### config.mk
export PLATFORM = sky130hd
export DESIGN_NAME = axi_slv_rd_mem
export DESIGN_NICKNAME = d
export VERILOG_FILES = /design/src/rtl/axi_slv_rd_mem_pkg.sv /design/src/rtl/axi_slv_rd_mem_lat_cnt.sv /design/src/rtl/axi_slv_rd_mem.sv
export SDC_FILE = /design/constraint.sdc
export NUM_CORES = 1
export LEC_CHECK = 0
export CORE_MARGIN = 1.5
export CORE_UTILIZATION = 35
export CTS_CLUSTER_DIAMETER = 120
export DETAILED_ROUTE_END_ITERATION = 6
export GPL_ROUTABILITY_DRIVEN = 1
export GPL_TIMING_DRIVEN = 0
export HOLD_SLACK_MARGIN = 0.08
export PLACE_DENSITY = 0.75
export SLEW_MARGIN = 15
export SYNTH_ARGS = -nofsm -noshare
export SYNTH_HDL_FRONTEND = slang
export SYNTH_SLANG_ARGS = --single-unit
### constraint.sdc
create_clock -name clk -period 3.25 [get_ports clk]
set_clock_uncertainty 0.15 [all_clocks]
set_input_delay 0.65 -clock clk [delete_from_list [all_inputs] [get_ports clk]]
set_output_delay 0.65 -clock clk [all_outputs]
set_load 0.02 [all_outputs]
### src/rtl/axi_slv_rd_mem_pkg.sv
// axi_slv_rd_mem shared types and constants.
// FSM encoding, AXI widths, log2 helper.
package axi_slv_rd_mem_pkg;

  localparam int AXI_ADDR_W = 32;
  localparam int AXI_DATA_W = 32;

  // Holds RD_LATENCY-1 for latencies 1..4.
  localparam int LAT_CNT_W = 2;

  typedef enum logic [1:0] {
    ST_IDLE = 2'd0,
    ST_RD   = 2'd1,
    ST_WAIT = 2'd2,
    ST_RESP = 2'd3
  } rd_state_e;

  function automatic int log2_f(input int v);
    int r;
    r = 0;
    while ((1 << r) < v) r++;
    return r;
  endfunction

endpackage

### src/rtl/axi_slv_rd_mem_lat_cnt.sv
// axi_slv_rd_lat_cnt: loadable down-counter
// with zero flag, used for the SRAM wait.
module axi_slv_rd_lat_cnt #(
  parameter int W = 2
) (
  input  logic         clk,
  input  logic         rst_n,
  input  logic         load,
  input  logic [W-1:0] load_val,
  input  logic         dec,
  output logic [W-1:0] cnt,
  output logic         zero
);

  // Load wins; decrement saturates at zero.
  always_ff @(posedge clk or negedge rst_n) begin
    if (!rst_n) begin
      cnt <= '0;
    end else if (load) begin
      cnt <= load_val;
    end else if (dec && (cnt != '0)) begin
      cnt <= cnt - 1'b1;
    end
  end

  assign zero = (cnt == '0);

endmodule

### src/rtl/axi_slv_rd_mem.sv
// axi_slv_rd_mem: single-beat SRAM read backend.
// Option AXI_SLV_RD_MEM_OOR_EN: range check/err.
module axi_slv_rd_mem
  import axi_slv_rd_mem_pkg::*;
#(
  parameter int ADDR_WIDTH = AXI_ADDR_W,
  parameter int DATA_WIDTH = AXI_DATA_W,
  parameter int MEM_DEPTH  = 1024,
  parameter logic [ADDR_WIDTH-1:0] BASE_ADDR = '0,
  parameter int RD_LATENCY = 1
) (
  input  logic                         clk,
  input  logic                         rst_n,
  input  logic                         rd_req_en,
  input  logic [ADDR_WIDTH-1:0]        rd_base_addr,
  output logic                         rd_req_rdy,
  output logic                         rd_result_en,
  output logic [DATA_WIDTH-1:0]        rd_result_data,
  input  logic                         rd_result_rdy,
  output logic                         rd_result_err,
  output logic                         mem_ce,
  output logic [$clog2(MEM_DEPTH)-1:0] mem_addr,
  input  logic [DATA_WIDTH-1:0]        mem_rdata
);

  localparam int AW    = log2_f(MEM_DEPTH);
  localparam int BYTES = DATA_WIDTH / 8;
  localparam int BO    = log2_f(BYTES);

  rd_state_e state, state_nxt;

  logic [ADDR_WIDTH-1:0] offset;
  logic [AW-1:0]         word_idx;
  logic                  unused_off;
  logic                  req_oor;
  logic                  accept;
  logic                  cnt_zero;
  logic [LAT_CNT_W-1:0]  cnt;

  assign offset   = rd_base_addr - BASE_ADDR;
  assign word_idx = offset[BO +: AW];
  assign unused_off = ^{offset[BO-1:0],
                        offset[ADDR_WIDTH-1:BO+AW]};

`ifdef AXI_SLV_RD_MEM_OOR_EN
  localparam logic [ADDR_WIDTH:0] LO =
    {1'b0, BASE_ADDR};
  localparam logic [ADDR_WIDTH:0] HI =
    LO + (ADDR_WIDTH+1)'(MEM_DEPTH * BYTES);

  assign req_oor = ({1'b0, rd_base_addr} < LO) ||
                   ({1'b0, rd_base_addr} >= HI);
`else
  assign req_oor = 1'b0;
`endif

  assign accept       = (state == ST_IDLE) && rd_req_en;
  assign rd_req_rdy   = (state == ST_IDLE);
  assign rd_result_en = (state == ST_RESP);
  assign mem_ce       = (state == ST_RD);

  axi_slv_rd_lat_cnt #(
    .W (LAT_CNT_W)
  ) u_lat_cnt (
    .clk      (clk),
    .rst_n    (rst_n),
    .load     (state == ST_RD),
    .load_val (LAT_CNT_W'(RD_LATENCY - 1)),
    .dec      (state == ST_WAIT),
    .cnt      (cnt),
    .zero     (cnt_zero)
  );

  // State register.
  always_ff @(posedge clk or negedge rst_n) begin
    if (!rst_n) begin
      state <= ST_IDLE;
    end else begin
      state <= state_nxt;
    end
  end

  // Next-state logic.
  always_comb begin
    state_nxt = state;
    unique case (state)
      ST_IDLE: begin
        if (rd_req_en) begin
          state_nxt = req_oor ? ST_RESP : ST_RD;
        end
      end
      ST_RD: state_nxt = ST_WAIT;
      ST_WAIT: begin
        if (cnt_zero) state_nxt = ST_RESP;
      end
      ST_RESP: begin
        if (rd_result_rdy) state_nxt = ST_IDLE;
      end
      default: state_nxt = ST_IDLE;
    endcase
  end

  // Address latch on accept, data capture at end of wait.
  always_ff @(posedge clk or negedge rst_n) begin
    if (!rst_n) begin
      mem_addr       <= '0;
      rd_result_data <= '0;
    end else if (accept) begin
      mem_addr <= word_idx;
      if (req_oor) rd_result_data <= '0;
    end else if ((state == ST_WAIT) && cnt_zero) begin
      rd_result_data <= mem_rdata;
    end
  end

`ifdef AXI_SLV_RD_MEM_OOR_EN
  logic err_q;

  // Error flag follows the accepted request.
  always_ff @(posedge clk or negedge rst_n) begin
    if (!rst_n) begin
      err_q <= 1'b0;
    end else if (accept) begin
      err_q <= req_oor;
    end
  end

  assign rd_result_err = err_q;
`else
  assign rd_result_err = 1'b0;
`endif

endmodule

# Yosys cells after proc, flatten, opt, wreduce, memory -nomap -nowiden
# Index checks and enable logic that the tools add are counted.
[word_totals] register_bits=46 out_inout_bits=46 word_cells=27
[classes] n_addsub=1 eq_ne=6 muxes=6 bitwise_logic=1 reduce_logical=9
[op_table] op="$mux W2" count=5
[op_table] op="$pmux W2 S4" count=1
[op_table] op="$eq A2 B2 Y1 const B" count=2
[op_table] op="$logic_not A2 Y1" count=2
[op_table] op="$ne A2 B2 Y1 const B" count=2
[op_table] op="$reduce_bool A2 Y1" count=2
[op_table] op="$logic_and A1 B1 Y1" count=3
[op_table] op="$reduce_and A3 Y1" count=1
[op_table] op="$eq A2 B1 Y1 const B" count=1
[op_table] op="$ne A2 B1 Y1 const B" count=1
[op_table] op="$reduce_and A2 Y1" count=1
[op_table] op="$sub A2 B1 Y2 const B" count=1
[op_table] op="$not A1 Y1" count=1

# Logic depth before layout (Yosys ltp)
# Gate-level depths: netlist (run 1).
[logic_depth] ltp_word=4 ltp_mapped=7

# Hierarchy
# A second synthesis (run 1) with hierarchy kept.
[hier_totals] cells_unflattened=122 area_unflattened_um2=2006.9
[modules_own_cells] module="axi_slv_rd_mem" instances=1 cells_each=109 area_each_um2=1874.3
[modules_own_cells] module="axi_slv_rd_lat_cnt" instances=1 cells_each=13 area_each_um2=132.6

# Worst setup path before layout (run 1)
# Ideal clock, no wire load.
[synth_timing] path_type="register -> register" start="reg state[0]" end="reg rd_result_data[0]" arrival_ps=1629 t_required_ps=2975 slack_ps=1346 stages_incl_launch_ff=8 path_buffers=2 period_less_slack_ps=1904 path_cell_list="dfrtp_1 -> inv_1 -> ha_1 -> nand2_1 -> and3_4 -> buf_6 -> buf_6 -> mux2_4"
[synth_via] elab_chain_len=4
[synth_lines] item="start: declaration" line="axi_slv_rd_mem.sv:30" rtl="rd_state_e state, state_nxt;"
[synth_lines] item="start signal: assignment" line="axi_slv_rd_mem.sv:79" rtl="state <= state_nxt;"
[synth_lines] item="$logic_not A2 Y1"
[synth_lines] item="via rd_req_rdy" line="axi_slv_rd_mem.sv:16" rtl="output logic rd_req_rdy,"
[synth_lines] item="$logic_and A1 B1 Y1" line="axi_slv_rd_mem.sv:57" rtl="assign accept = (state == ST_IDLE) && rd_req_en;"
[synth_lines] item="$not A1 Y1 (no source line)"
[synth_lines] item="$reduce_and A2 Y1 (no source line)"
[synth_lines] item="end signal: assignment" line="axi_slv_rd_mem.sv:112" rtl="rd_result_data <= mem_rdata;"
[synth_lines] item="end: declaration" line="axi_slv_rd_mem.sv:18" rtl="output logic [DATA_WIDTH-1:0] rd_result_data,"
# The timed path passes the listed nets, and every way through them passes these cells.
# A chain may end at the register's enable or synchronous reset.

# Final worst setup path (run 1)
[layout_timing] start="reg state[0]" end="out rd_req_rdy"
[layout_via] elab_chain_len=1
[layout_lines] item="$logic_not A2 Y1" line="axi_slv_rd_mem.sv:58" rtl="assign rd_req_rdy = (state == ST_IDLE);"
[layout_lines] item="end: declaration" line="axi_slv_rd_mem.sv:16"
# No other way between the ends.

==> metrics.md, run 1 <==
| Metric | Value |
|---|---|
| Post-synth net total | 190 |
| Flop2flop setup slack | 1370 ps |
| Initial antenna violation count | 0 |
| Post-CTS Hold Fix Bufs | 0 |
| Routability cong. | 0.717 |
| Core Region | 0.00547 mm^2 |
| Yosys Warn Count | 0 |
| PwrDens | 1050 mW/mm^2 |
| Max clock buf depth | 2 |
| RSZ-0062 raised after global routing | no |
| Final instance area | 0.00306 mm^2 |
| First-pass GRT wire length | 6470 um |
| Clock Latency Late Sink | 290 ps |
| Critical path launch point type | flip-flop |
| Setup WS post-layout | 785 ps |
| 1st-iter DRT viols | 30 |
| Achievable frequency | 406 MHz |
| Reg clk slew, reported paths | 90 ps |
| Wire per inst | 13.9 um |
| Ant. Diodes | 0 |
| Fill count | 453 |
| # nets final | 288 |
| Hold Path Class | in2async |
| CTS sink cnt | 46 |
| Worst IR Drop VDD | 427 uV |
| Maximum capacitance violations | 0 |
| Critical Path Fanout Max | 4 |
| CTS tree | done |
| Mean post-synth cell area | 16.8 um^2 |
| GRT Residual Overflow | 0 |
| Leakage power | 1.34 nW |
| #FFs+latches synth | 46 |
| Placed cell area | 0.00297 mm^2 |
| Chip Height | 78.0 um |
| CTS Buf Count | 5 |
| Cell taking the most area after synthesis | dfrtp_1 |
| Arrival @ worst endpoint | 1660 ps |
| Pre-CTS setup slack | 987 ps |
| Cells after Synth | 117 |
| Status | finished clean |
| Post-CTS setup buffers | 0 |
| Post-synth top area share | 58.5% |
| Kind of critical path | reg2out |
| Final WL | 4010 um |
| Vias | 1,266 |
| Initial core utilization | 36.0% |
| H-tree levels | 2 |
| Synthesized area | 0.00197 mm^2 |
| Post-CTS resize count | 0 |
| Vias in the first global route | 1,293 |
| Final Util | 56.0% |
| Largest cells by area after synthesis | dfrtp_1 (58%), mux2_4 (23%), mux2_2 (7.4%), ha_1 (3.2%), buf_6 (2.3%) |
| Residual DRC | 0 |
| Sequential fraction of the synthesis area | 58.5% |
| Root buf cell | clkbuf_8 |
| Crit path capture type | primary output |
| WP data required | 2450 ps |
| DR vias/cell | 4.40 |
| DR pass1 iterations | 4 |
| Min cycle time layout | 2460 ps |
| Cell Rows | 27 |
| Synth cell types | 17 |
| Detail Placement HPWL | 2940 um |
| GRT Overall Usage | 13.9% |
| Final Slew Violations | 0 |
| Worst reg-to-reg path cell count | 7 |
| Final Cycle Share | 75.8% |
| Buffers added on ports | 90 |
| # IOs | 114 |
| Total Negative Setup Slacks | 0 ps |
| Die Area | 0.00608 mm^2 |
| Chip width | 78.0 um |
| Worst r2r src | state[0] |
| Layout cells sized above 1 | 28.2% |
| Final hold vios | 0 |
| Final setup fails | 0 |
| Total power | 3.22 mW |
| Largest net degree at the start of global routing | 29 |
| Area growth, synth to finish | 55.7% |
| Endpoint of the worst register-to-register path | rd_result_data[0] |
| Antenna-violating nets left | 0 |
-- cell usage in the layout, fill, tap and decap left out, types with 2 or more instances in the layout --
cell	synthesis	final
clkdlybuf4s50_1	0	89
dfrtp_1	46	46
mux2_4	30	30
mux2_2	13	13
inv_1	6	6
ha_1	5	5
clkbuf_8	0	5
buf_6	4	4
nor2_1	3	3
buf_2	1	2
-- worst max-delay path by stage --
| stage | cells past startpoint | start | slack [ps] | end |
|---|---|---|---|---|
| final | 3 | state[0] | 790 | rd_req_rdy |
| after global routing | 3 | state[0] | 700 | rd_req_rdy |
| after CTS | 3 | state[0] | 760 | rd_req_rdy |
| after detailed placement | 6 | rd_req_en | 990 | rd_result_data[0] |
| after global placement | 1 | rst_n | 20 | rd_result_data[21] |
| after floorplan | 7 | state[0] | 1350 | rd_result_data[0] |
-- report_power, final --
| part | internal, mW | switching (mW) |
|---|---|---|
| combinational | 1.09 | 0.773 |
| sequential | 0.861 | 0.152 |
| clock | 0.151 | 0.195 |
| total | 2.10 | 1.12 |
-- layout make-up --
type,count,area (um^2),area share [%]
buffer,6,57.6,1.88
clock buffer,5,68.8,2.25
clock inverter,3,21.3,0.694
inverter,6,22.5,0.735
multi-input combinational,59,737,24.1
sequential,46,1150,37.6
tap,72,90.1,2.94
timing repair buffer,91,916,29.9
-- state kept, by name (all words and copies together) (netlist names) --
name	count
mem_addr	10
rd_result_data	32
state	2
u_lat_cnt.cnt	2
-- metrics by stage --
step	std cells	hold WS [ps]
after floorplan	117	204
after global placement	279	338
after detailed placement	280	342
after CTS	288	149
after global routing	288	171
final	288	142
-- per-layer routing --
metal / up-vias / wire [um] / track usage (%)
met5: - / 0 / 0
met3: 6 / 344 / 5.29
met4: 0 / 48 / 4.82
met2: 66 / 1720 / 20.9
li1: 587 / - / -
met1: 607 / 1890 / 18.3
-- cell families (layout without fill, tap and decap cells) --
| kind of cell | count (synthesis) | in the layout | synth area share (%) |
|---|---|---|---|
| and+or+nand+nor | 6 | 6 | 1.65 |
| muxes | 44 | 44 | 30.8 |
| adders and majority gates | 5 | 5 | 3.18 |
| other | 1 | 1 | 0.191 |
| buffers and inverters | 12 | 111 | 4.07 |
| AOI/OAI and AO/OA | 2 | 2 | 1.14 |
| xor gates and xnor gates | 1 | 1 | 0.445 |
| DFF | 46 | 46 | 58.5 |
-- Yosys cell counts, drive strengths merged --
cell type / count
nand2: 1
a211oi: 1
xnor2: 1
a221oi: 1
dfrtp: 46
and3: 1
mux2i: 1
inv: 6
conb: 1
buf: 6
nor2b: 1
mux2: 43
nor2: 3
ha: 5
-- worst max-delay path, stage by stage, from the launching register on --
cell             delay [ps]
dfrtp_1                 410
inv_1                   100
ha_1                    230
clkdlybuf4s50_1         630
Note: power is estimated with default switching activity, not from simulation.
==> run 2: changes to the inputs <==
- clock period: 3.25 -> 2.3 ns (I/O delays scaled with it)
==> run 2 against run 1 <==
  * First-iteration DRC count rose by 17%
  * Largest cell class unchanged
  * Non-clock buffer count rose by 1
  * Clock power rose by 41%
  * Worst hold slack improved by 220 ps
  * Routed wire length rose by 0.22%
  * Sequential power rose by 42%
  * Final area rose by 0.29%
  * Critical endpoint is now mem_ce
  * Critical path depth did not move
  * Critical path type unchanged
  * Largest power group unchanged
  * Sequential share of layout area fell by 0.11 points
  * Global-route usage barely moved
  * Highest routed layer unchanged
==> metrics.md, run 2 (synthesis results as in run 1) <==
| Metric | Value |
|---|---|
| Status | finished clean |
| Total Negative Setup Slacks | 0 ps |
| Die Area | 0.00608 mm^2 |
| Vias in the first global route | 1,292 |
| Non-Filler Instances | 289 |
| Cell Rows | 27 |
| Reg clk slew, reported paths | 90 ps |
| Cell family with most CP delay | buffers and inverters |
| Placed cell area | 0.00297 mm^2 |
| DR vias/cell | 4.38 |
| Core Region | 0.00547 mm^2 |
| Initial antenna violation count | 0 |
| CP max-delay cell | clkdlybuf4s50_1 |
| Inst Count DP | 280 |
| Buffers added on ports | 90 |
| Largest net degree at the start of global routing | 29 |
| Hold Path Class | reg2reg |
| GRT Overall Usage | 13.9% |
| Ant. Diodes | 0 |
| DR pass1 iterations | 4 |
| Min cycle time layout | 2210 ps |
| RSZ-0062 raised after global routing | no |
| Arrival @ worst endpoint | 1600 ps |
| CP Cell Sequence | inv_1 > ha_1 > clkdlybuf4s50_1 |
| Worst IR Drop VDD | 604 uV |
| 1st-iter DRT viols | 35 |
| Final WL | 4020 um |
| Fill count | 453 |
| Residual DRC | 0 |
| Area growth, synth to finish | 56.1% |
| H-tree levels | 2 |
| Final Cycle Share | 95.9% |
| Vias | 1,267 |
| First-pass GRT wire length | 6500 um |
| Pre-CTS setup slack | 227 ps |
| Leakage power | 1.35 nW |
| Final Slew Violations | 0 |
| WP data required | 1690 ps |
| Total power | 4.55 mW |
| Kind of critical path | reg2out |
| Max clock buf depth | 2 |
| Critical path launch point type | flip-flop |
| Clock Latency Late Sink | 290 ps |
| Final Util | 56.2% |
| Initial core utilization | 36.0% |
| Achievable frequency | 453 MHz |
| Layout cells sized above 1 | 28.1% |
| Maximum capacitance violations | 0 |
| Commonest non-fill, non-tap cell in the layout | clkdlybuf4s50_1 |
| Buf/Inv on CP | 2 |
| Setup WS post-layout | 93.4 ps |
| CTS Buf Count | 5 |
| Biggest register | rd_result_data |
| Wire per inst | 13.9 um |
| Largest regs | rd_result_data x32, mem_addr x10 |
| Chip width | 78.0 um |
| Final hold vios | 0 |
| Post-CTS setup buffers | 0 |
| Hold slack final | 362 ps |
| Antenna-violating nets left | 0 |
| Final instance area | 0.00307 mm^2 |
| Final setup fails | 0 |
| # nets final | 289 |
| GRT Residual Overflow | 0 |
| Most frequent cells in the layout | clkdlybuf4s50_1 (88), dfrtp_1 (46), mux2_4 (30) |
| Routability cong. | 0.717 |
| Max incr delay on CP | 620 ps |
| Crit path capture type | primary output |
| Max reg flops | 32 |
| PwrDens | 1480 mW/mm^2 |
| Critical Path Fanout Max | 4 |
| Root buf cell | clkbuf_8 |
| CTS tree | done |
| # IOs | 114 |
| Chip Height | 78.0 um |
| CTS sink cnt | 46 |
| Detail Placement HPWL | 2940 um |
## run 2: worst register-to-register path, stage by stage, from the launching register on
cell and delay, ps:
dfrtp_1 410, inv_1 100, ha_1 230, nand2_1 100, and3_4 190, buf_6 130
buf_6 150, mux2_4 310
## run 2: final cells by class
type                    count  area [um^2]  share of cell area (%)
flip-flops and latches     46         1150                    37.5
repair buffers             92          925                    30.1
multi-input cells          59          737                    24.0
well taps                  72         90.1                    2.93
clock buffers               5         68.8                    2.24
plain buffers               6         57.6                    1.87
inverters                   6         22.5                   0.733
clock inverters             3         21.3                   0.692
## run 2: worst paths after layout
path	depth (start not counted)	endpoint	startpoint	slack (ps)
setup / recovery	3	mem_ce	state[1]	90
hold / removal	1	rd_result_data[8]	rd_result_data[8]	360
setup reg to reg	7	rd_result_data[0]	state[0]	420
hold reg to reg	1	rd_result_data[8]	rd_result_data[8]	360
max in group asynchronous	3	rd_result_data[28]	rst_n	1010
min in group asynchronous	2	rd_result_data[6]	rst_n	490
## run 2: where the power goes
group,leakage (nW),internal [mW],switching (mW)
registers,0.543,1.22,0.215
clock network,0.0441,0.214,0.276
logic,0.765,1.54,1.09
## run 2: layer usage
metal  share of wire (%)  up-vias  global-route usage [%]
li1                    -      588                       -
met1                  48      607                    18.5
met2                  43       66                    21.0
met3                 8.2        6                    5.06
met4                 1.2        0                    4.82
met5                   0        -                       0
## run 2: what timing repair did
item                                   4_1_cts  5_1_grt
resized for setup                            1        0
setup endpoints to repair                    1        0
hold buffers                                 1        0
endpoints found under the hold margin       18        0
